## src/rtl/mem_port_arbiter.sv

```systemverilog
// Round-robin fetch/load-store arbiter onto one word memory port; sub-word stores do read-modify-write.
// Response 2 cycles after grant (3 for byte/half stores); requests stall via ready outside IDLE, responses never stall.
module mem_port_arbiter (
    input  logic        CLK,
    input  logic        RESET,
    input  logic        in_fetch_req_valid,
    output logic        out_fetch_req_ready,
    input  logic [31:0] in_fetch_addr,
    output logic        out_fetch_resp_valid,
    output logic [31:0] out_fetch_resp_data,
    output logic        out_fetch_resp_exception,
    input  logic        in_data_req_valid,
    output logic        out_data_req_ready,
    input  logic        in_data_req_write,
    input  logic [1:0]  in_data_req_size,
    input  logic [31:0] in_data_req_addr,
    input  logic [31:0] in_data_req_wdata,
    output logic        out_data_resp_valid,
    output logic [31:0] out_data_resp_data,
    output logic        out_data_resp_exception,
    output logic [31:0] out_mem_read_address,
    input  logic [31:0] in_mem_read_data,
    output logic        out_mem_write_enable,
    output logic [31:0] out_mem_write_address,
    output logic [31:0] out_mem_write_data
);
    typedef enum logic [1:0] {IDLE = 2'd0, ACCESS = 2'd1, WRITE = 2'd2} state_t;

    state_t      state_q, state_d;
    logic        prio_data_q, prio_data_d;
    logic        src_data_q, src_data_d;
    logic [31:0] addr_q, addr_d;
    logic [1:0]  size_q, size_d;
    logic        write_q, write_d;
    logic [31:0] wdata_q, wdata_d;
    logic [31:0] word_q, word_d;
    logic        f_vld_q, f_vld_d, f_exc_q, f_exc_d;
    logic [31:0] f_dat_q, f_dat_d;
    logic        d_vld_q, d_vld_d, d_exc_q, d_exc_d;
    logic [31:0] d_dat_q, d_dat_d;

    logic        grant_f, grant_d, we_c, misaligned;
    logic        resp_fire, resp_exc;
    logic [31:0] resp_data;
    logic [31:0] word_addr, load_shifted, load_data, lane_mask, wdata_shifted, merged;
    logic [3:0]  byte_en;

    assign word_addr  = {addr_q[31:2], 2'b00};
    assign misaligned = (size_q == 2'd3)
                     || (size_q == 2'd1 && addr_q[0])
                     || (size_q == 2'd2 && addr_q[1:0] != 2'b00);

    assign load_shifted = in_mem_read_data >> {addr_q[1:0], 3'b000};
    always_comb begin
        case (size_q)
            2'd0:    load_data = {24'd0, load_shifted[7:0]};
            2'd1:    load_data = {16'd0, load_shifted[15:0]};
            default: load_data = load_shifted;
        endcase
    end

    // Sub-word store merge: only the addressed lanes take the new data.
    assign byte_en       = (size_q == 2'd0 ? 4'b0001 : 4'b0011) << addr_q[1:0];
    assign lane_mask     = {{8{byte_en[3]}}, {8{byte_en[2]}}, {8{byte_en[1]}}, {8{byte_en[0]}}};
    assign wdata_shifted = wdata_q << {addr_q[1:0], 3'b000};
    assign merged        = (word_q & ~lane_mask) | (wdata_shifted & lane_mask);

    // Each side's ready drops when the other side holds priority and is requesting,
    // so at most one handshake can happen per cycle.
    assign out_fetch_req_ready = (state_q == IDLE) && !RESET && !(in_data_req_valid && prio_data_q);
    assign out_data_req_ready  = (state_q == IDLE) && !RESET && !(in_fetch_req_valid && !prio_data_q);
    assign grant_f = out_fetch_req_ready && in_fetch_req_valid;
    assign grant_d = out_data_req_ready && in_data_req_valid;

    always_comb begin
        state_d     = state_q;
        prio_data_d = prio_data_q;
        src_data_d  = src_data_q;
        addr_d      = addr_q;
        size_d      = size_q;
        write_d     = write_q;
        wdata_d     = wdata_q;
        word_d      = word_q;
        resp_fire   = 1'b0;
        resp_exc    = 1'b0;
        resp_data   = 32'd0;
        we_c        = 1'b0;
        out_mem_read_address  = 32'd0;
        out_mem_write_address = 32'd0;
        out_mem_write_data    = 32'd0;
        case (state_q)
            IDLE: begin
                if (grant_f || grant_d) begin
                    src_data_d  = grant_d;
                    addr_d      = grant_d ? in_data_req_addr : in_fetch_addr;
                    size_d      = grant_d ? in_data_req_size : 2'd2;
                    write_d     = grant_d && in_data_req_write;
                    wdata_d     = grant_d ? in_data_req_wdata : 32'd0;
                    prio_data_d = grant_f;
                    state_d     = ACCESS;
                end
            end
            ACCESS: begin
                out_mem_read_address = word_addr;
                state_d   = IDLE;
                resp_fire = 1'b1;
                if (misaligned) begin
                    resp_exc = 1'b1;
                end else if (!write_q) begin
                    resp_data = src_data_q ? load_data : in_mem_read_data;
                end else if (size_q == 2'd2) begin
                    we_c                  = 1'b1;
                    out_mem_write_address = word_addr;
                    out_mem_write_data    = wdata_q;
                end else begin
                    word_d    = in_mem_read_data;
                    resp_fire = 1'b0;
                    state_d   = WRITE;
                end
            end
            WRITE: begin
                we_c                  = 1'b1;
                out_mem_write_address = word_addr;
                out_mem_write_data    = merged;
                resp_fire             = 1'b1;
                state_d               = IDLE;
            end
            default: state_d = IDLE;
        endcase
        f_vld_d = resp_fire && !src_data_q;
        f_dat_d = f_vld_d ? resp_data : 32'd0;
        f_exc_d = f_vld_d && resp_exc;
        d_vld_d = resp_fire && src_data_q;
        d_dat_d = d_vld_d ? resp_data : 32'd0;
        d_exc_d = d_vld_d && resp_exc;
    end

    assign out_mem_write_enable = we_c && !RESET;

    always_ff @(posedge CLK) begin
        if (RESET) begin
            state_q     <= IDLE;
            prio_data_q <= 1'b0;
            src_data_q  <= 1'b0;
            addr_q      <= 32'd0;
            size_q      <= 2'd0;
            write_q     <= 1'b0;
            wdata_q     <= 32'd0;
            word_q      <= 32'd0;
            f_vld_q     <= 1'b0;
            f_dat_q     <= 32'd0;
            f_exc_q     <= 1'b0;
            d_vld_q     <= 1'b0;
            d_dat_q     <= 32'd0;
            d_exc_q     <= 1'b0;
        end else begin
            state_q     <= state_d;
            prio_data_q <= prio_data_d;
            src_data_q  <= src_data_d;
            addr_q      <= addr_d;
            size_q      <= size_d;
            write_q     <= write_d;
            wdata_q     <= wdata_d;
            word_q      <= word_d;
            f_vld_q     <= f_vld_d;
            f_dat_q     <= f_dat_d;
            f_exc_q     <= f_exc_d;
            d_vld_q     <= d_vld_d;
            d_dat_q     <= d_dat_d;
            d_exc_q     <= d_exc_d;
        end
    end

    assign out_fetch_resp_valid     = f_vld_q;
    assign out_fetch_resp_data      = f_dat_q;
    assign out_fetch_resp_exception = f_exc_q;
    assign out_data_resp_valid      = d_vld_q;
    assign out_data_resp_data       = d_dat_q;
    assign out_data_resp_exception  = d_exc_q;
endmodule

```

## config.mk

```make
export PLATFORM = sky130hd
export DESIGN_NAME = mem_port_arbiter
export DESIGN_NICKNAME = d
export VERILOG_FILES = /design/src/rtl/mem_port_arbiter.sv
export SDC_FILE = /design/constraint.sdc
export NUM_CORES = 1
export LEC_CHECK = 0
export CAP_MARGIN = 5
export CORE_AREA = 2 2 130 132
export CTS_BUF_LIST = sky130_fd_sc_hd__clkbuf_4 sky130_fd_sc_hd__clkbuf_8 sky130_fd_sc_hd__clkbuf_16
export DETAILED_ROUTE_END_ITERATION = 6
export DIE_AREA = 0 0 132 134
export HOLD_SLACK_MARGIN = 0.1
export PLACE_DENSITY = 0.86
export SLEW_MARGIN = 20
export SYNTH_ARGS = -nofsm -noshare
export SYNTH_HDL_FRONTEND = slang
export SYNTH_SLANG_ARGS = --single-unit
```

## constraint.sdc

```tcl
create_clock -name CLK -period 3 [get_ports CLK]
set_input_delay 0.3 -clock CLK [delete_from_list [all_inputs] [get_ports CLK]]
set_output_delay 0.3 -clock CLK [all_outputs]
set_load 0.005 [all_outputs]
```

-- After elaboration in Yosys (flattened, before gate mapping)
Cells that the tools add are included.
- register bits after elaboration: 171
- bits of input ports: 135
- output and inout port bits: 167
- equality and inequality tests: 6
- shift-type cells: 3
- multiplexer cells: 32
- bitwise gates (word level): 8
- reduce and logical (&&, ||, !) cells: 30
- operator list (cell ; number):
    32-bit 2-to-1 mux ; 13
    32-bit one-hot mux with 2 select lines ; 3
    32-bit AND ; 2
    32-bit inverter ; 1
    32-bit OR ; 1
    32-bit by 5-bit left shift with 32-bit output ; 1
    32-bit by 5-bit right shift with 32-bit output ; 1
    1-bit logical AND ; 15
    2-bit 2-to-1 mux ; 6
    1-bit 2-to-1 mux ; 7
    2-bit == test (second input constant) ; 3
    1-bit logical NOT ; 5
    2-bit by 1-bit == test with 1-bit output (second input constant) ; 2
    2-bit logical NOT ; 2
    1-bit inverter ; 4
    1-bit one-hot mux with 2 select lines ; 2
    2-bit one-hot mux with 2 select lines ; 1
    4-bit AND reduction ; 1
    2-bit OR reduction ; 2
    2-bit by 2-bit left shift with 4-bit output ; 1
    1-bit logical OR ; 3
    2-bit by 1-bit != test with 1-bit output (second input constant) ; 1
    2-bit AND reduction ; 1
    2-bit nonzero test ; 1

-- Longest topological paths before layout
- depth after elaboration: 9
- gate-level depth with buffers: 9
- mapped depth without buffers: 6

-- Worst setup path before layout
No wires, ideal clock.
- kind: register to output
- start: register state_q[1]
- end: output port out_mem_write_data[29]
- arrival: 1626 ps
- setup slack: 1074 ps
- cell stages (with the launch flop): 10
- path through: dfxtp_1 inv_1 ha_1 clkbuf_1 nand4b_1 nor2_1 and2_1 buf_6 buf_6 a221o_1
- cells in the longest elaborated chain, start to end: 2
- elaborated cells between the ends (all ways): 3
- ends and longest elaborated chain (what ; RTL line ; source):
    start, declared ; 29 ; state_t state_q, state_d;
    start signal, assigned ; 157 ; state_q <= state_d;
    2-bit == test or 2-bit by 1-bit == test with 1-bit output (tied branches) ; 91 ; case (state_q)
    32-bit one-hot mux with 2 select lines (*) ; 91 ;
    end, declared ; 25 ; output logic [31:0] out_mem_write_data
Every way passes the cells marked *; elsewhere a longest branch is shown, timed or not.

-- Worst setup path after layout
- start: register state_q[1]
- end: output port out_mem_write_data[21]
The elaborated chain is that of the path after synthesis.

==> flow_summary.json <==
{
  "cp_cell_sequence": "inv_1 > ha_1 > nand4b_1 > nor2_1 > and2_2 > buf_4 > o2bb2ai_1 > clkdlybuf4s50_1",
  "cts_root_buffer": "clkbuf_16",
  "detailed_place_hpwl_mm": 20.5,
  "initial_core_util_pct": 47.5,
  "synth_ff_type": "dfxtp_1",
  "placed_cells": 1418,
  "yosys.area.top_type": "dfxtp_1",
  "synth.avg_cell_area_um2": 8.05,
  "post-synth-top-area-fraction_pct": 44.3,
  "cts_tree": "yes",
  "synth_cells": 960,
  "die-area_mm2": 0.0177,
  "min_path_type": "input pin to register",
  "outcome": "completed",
  "cp_slowest_cell": "clkdlybuf4s50_1",
  "die_y_um": 134,
  "fmax_ghz": 0.345,
  "wl_mm": 27.7,
  "leakagePower_nw": 4.19,
  "slew_headroom_pct": 46.2,
  "via_per_inst": 5.61,
  "core_mm2": 0.0163,
  "post-place-ws_ps": 389,
  "fillCellCount": 1300,
  "cp.buffers_inverters": 3,
  "cap_viol_max_count": 0,
  "drtIter0Drc": 972,
  "slew_violations": 0,
  "path_class": "register to output port",
  "portBuffers": 297,
  "yosysWarningCount": 0,
  "worst_pin_slew_ps": 799,
  "critPathCaptureType": "output port",
  "clk_latency_ps": 430,
  "drc_errors": 0,
  "hold_viol_final": 0,
  "fin_util_pct": 70.1,
  "n_antenna_cell": 0,
  "ant_nets": 0,
  "grt_pass1_vias": 7620,
  "power.density_mw_per_mm2": 478,
  "gp_congestion": 1.04,
  "p_total_w": 0.00546,
  "grt_max_degree": 47,
  "syn_to_final_growth_pct": 47.7,
  "crit_required_ps": 2700,
  "drtPass1Iterations": 6,
  "netlist_top_cells_area": "dfxtp_1 (44%), a21oi_1 (7.4%), nand2_1 (6.7%)",
  "arrival_ps": 2600,
  "clk_pin_slew_ps": 70,
  "setup_ws_ps": 99.7,
  "min_period_over_period_pct": 96.7,
  "post_cts.repair.setup_buffers": 0,
  "final_cells": 1450,
  "min_period_ps": 2900,
  "vdd_ir_drop_max_uv": 385,
  "synth-seq-cells": 171,
  "ys_seq_area_share_pct": 44.3,
  "mappedNetlistArea_mm2": 0.00773,
  "synth_edf_count": 0,
  "setup_viol_count_final": 0,
  "synth-async-reset-ratio_pct": 0,
  "wl_per_cell_um": 19.1,
  "ios": 302,
  "nets": 1356,
  "cp_max_fo": 18,
  "fin_skew_ps": 15.3,
  "path_delay_family": "buffers and inverters",
  "cts_buffers": 17,
  "vias": 8130,
  "layout-drive-gt1-share_pct": 7.89,
  "worst_hold_slack_ps": 298,
  "slowest_delay_ps": 520,
  "antenna_found_initial": 0,
  "rows": 47,
  "synth_cell_types": 42,
  "clk_path_buf_depth": 2,
  "grt_pass1_wl_mm": 42.5,
  "critical_path.startpoint_type": "register",
  "die_w_um": 132,
  "h-tree-depth": 4,
  "clock_sinks": 171,
  "grt_usage_pct": 30.6,
  "grt_overflow": 0
}
## registers in the layout, indices dropped and copies added (netlist names), 2 cells and up
signal	cells
addr_q	32
out_data_resp_data	32
out_fetch_resp_data	32
size_q	2
state_q	2
wdata_q	32
word_q	32
## synthesized netlist by cell type, drive strengths merged (2+ instances only)
library cell  count
nand3            31
a22oi            34
a21oi           115
buf              41
o21ai            45
clkbuf           46
a311oi            7
and3              2
o221ai            8
ha                4
dfxtp           171
a221o            16
nand2           137
or2               4
nor2            123
a221oi            7
mux2             11
nor2b             7
o2bb2ai           8
a21boi           13
nand3b            7
and2             77
inv              12
mux4              3
nor3              8
and2b             2
nor4              2
nand2b            5
mux2i            10
## cell families (layout without fill, tap and decap cells)
kind of cell               count (synthesis)  in the layout  synth area share, %
other                                      1              4               0.0485
and+or+nand+nor                          406            406                 24.5
DFF                                      171            171                 44.3
AOI/OAI and AO/OA                        255            255                 20.7
buffers and inverters                     99            366                 6.07
muxes                                     24             24                 3.77
adders and majority gates                  4              4                0.647
## metrics by stage
step / cell area [µm²] / TNS (ps)
global placement: 10800 / 0
detailed placement: 10800 / 0
finish: 11400 / 0
global route: 11400 / -51.8
floorplan: 7740 / 0
CTS: 11400 / 0
## tightest hold or removal path: cells and delay by family
family                 cells  cell delay [ps]
buffers and inverters      2              240
AOI/OAI and AO/OA          2              130
## timing repair
action / CTS / global route
setup endpoints to repair: 18 / 20
gates resized for setup: 4 / 7
hold buffers: 0 / 0
## final cells by class
class | instances | area (µm²) | area share [%]
clock buffer | 17 | 425 | 3.73
timing repair buffer | 322 | 3180 | 27.8
clock inverter | 15 | 178 | 1.56
sequential | 171 | 3420 | 30.0
tap | 220 | 275 | 2.41
inverter | 12 | 45.0 | 0.394
multi-input combinational | 693 | 3890 | 34.1
## layout by cell type (no fill, tap or decap), types with 3 or more instances in the layout
cell	Yosys	layout
o21ai_0	42	42
inv_6	0	3
mux4_2	3	3
a311oi_1	7	7
clkbuf_16	0	17
mux2i_1	10	10
clkinv_4	0	3
nand3b_1	7	7
nand3_1	31	31
inv_1	11	11
ha_1	4	3
clkdlybuf4s50_1	0	296
o2bb2ai_1	8	8
mux2_2	11	11
a22oi_1	34	34
dfxtp_1	171	170
conb_1	1	4
nor3_2	7	8
nor2_1	121	119
a21boi_0	13	13
nand2_1	137	137
clkinv_8	0	6
and2_1	77	75
nand2b_1	5	4
buf_4	7	22
nor2b_1	7	7
a221oi_1	7	7
a21oi_1	114	114
a221o_1	16	16
o221ai_1	8	8
## final timing paths
check / from / endpoint / slack [ps] / cells after the start
setup / recovery: state_q[1] / out_mem_write_data[21] / 100 / 8
hold / removal: RESET / addr_q[0] / 300 / 4
setup reg to reg: state_q[1] / out_data_resp_data[10] / 780 / 8
hold reg to reg: word_q[29] / word_q[29] / 470 / 2
## power by group
group          total, W  switching [W]  internal [W]  leakage, nW
logic          0.000846       0.000450      0.000396         2.51
registers       0.00242      0.0000686       0.00235         1.39
clock network   0.00219        0.00107       0.00112        0.293
## per-layer routing
layer | vias up | track usage [%] | share of wire [%]
met1 | 3768 | 39.1 | 40
met5 | - | 0 | 0
met3 | 59 | 7.86 | 9.8
met4 | 0 | 11.3 | 2.8
li1 | 3802 | - | -
met2 | 501 | 50.2 | 47
(Power assumes the default switching activity.)
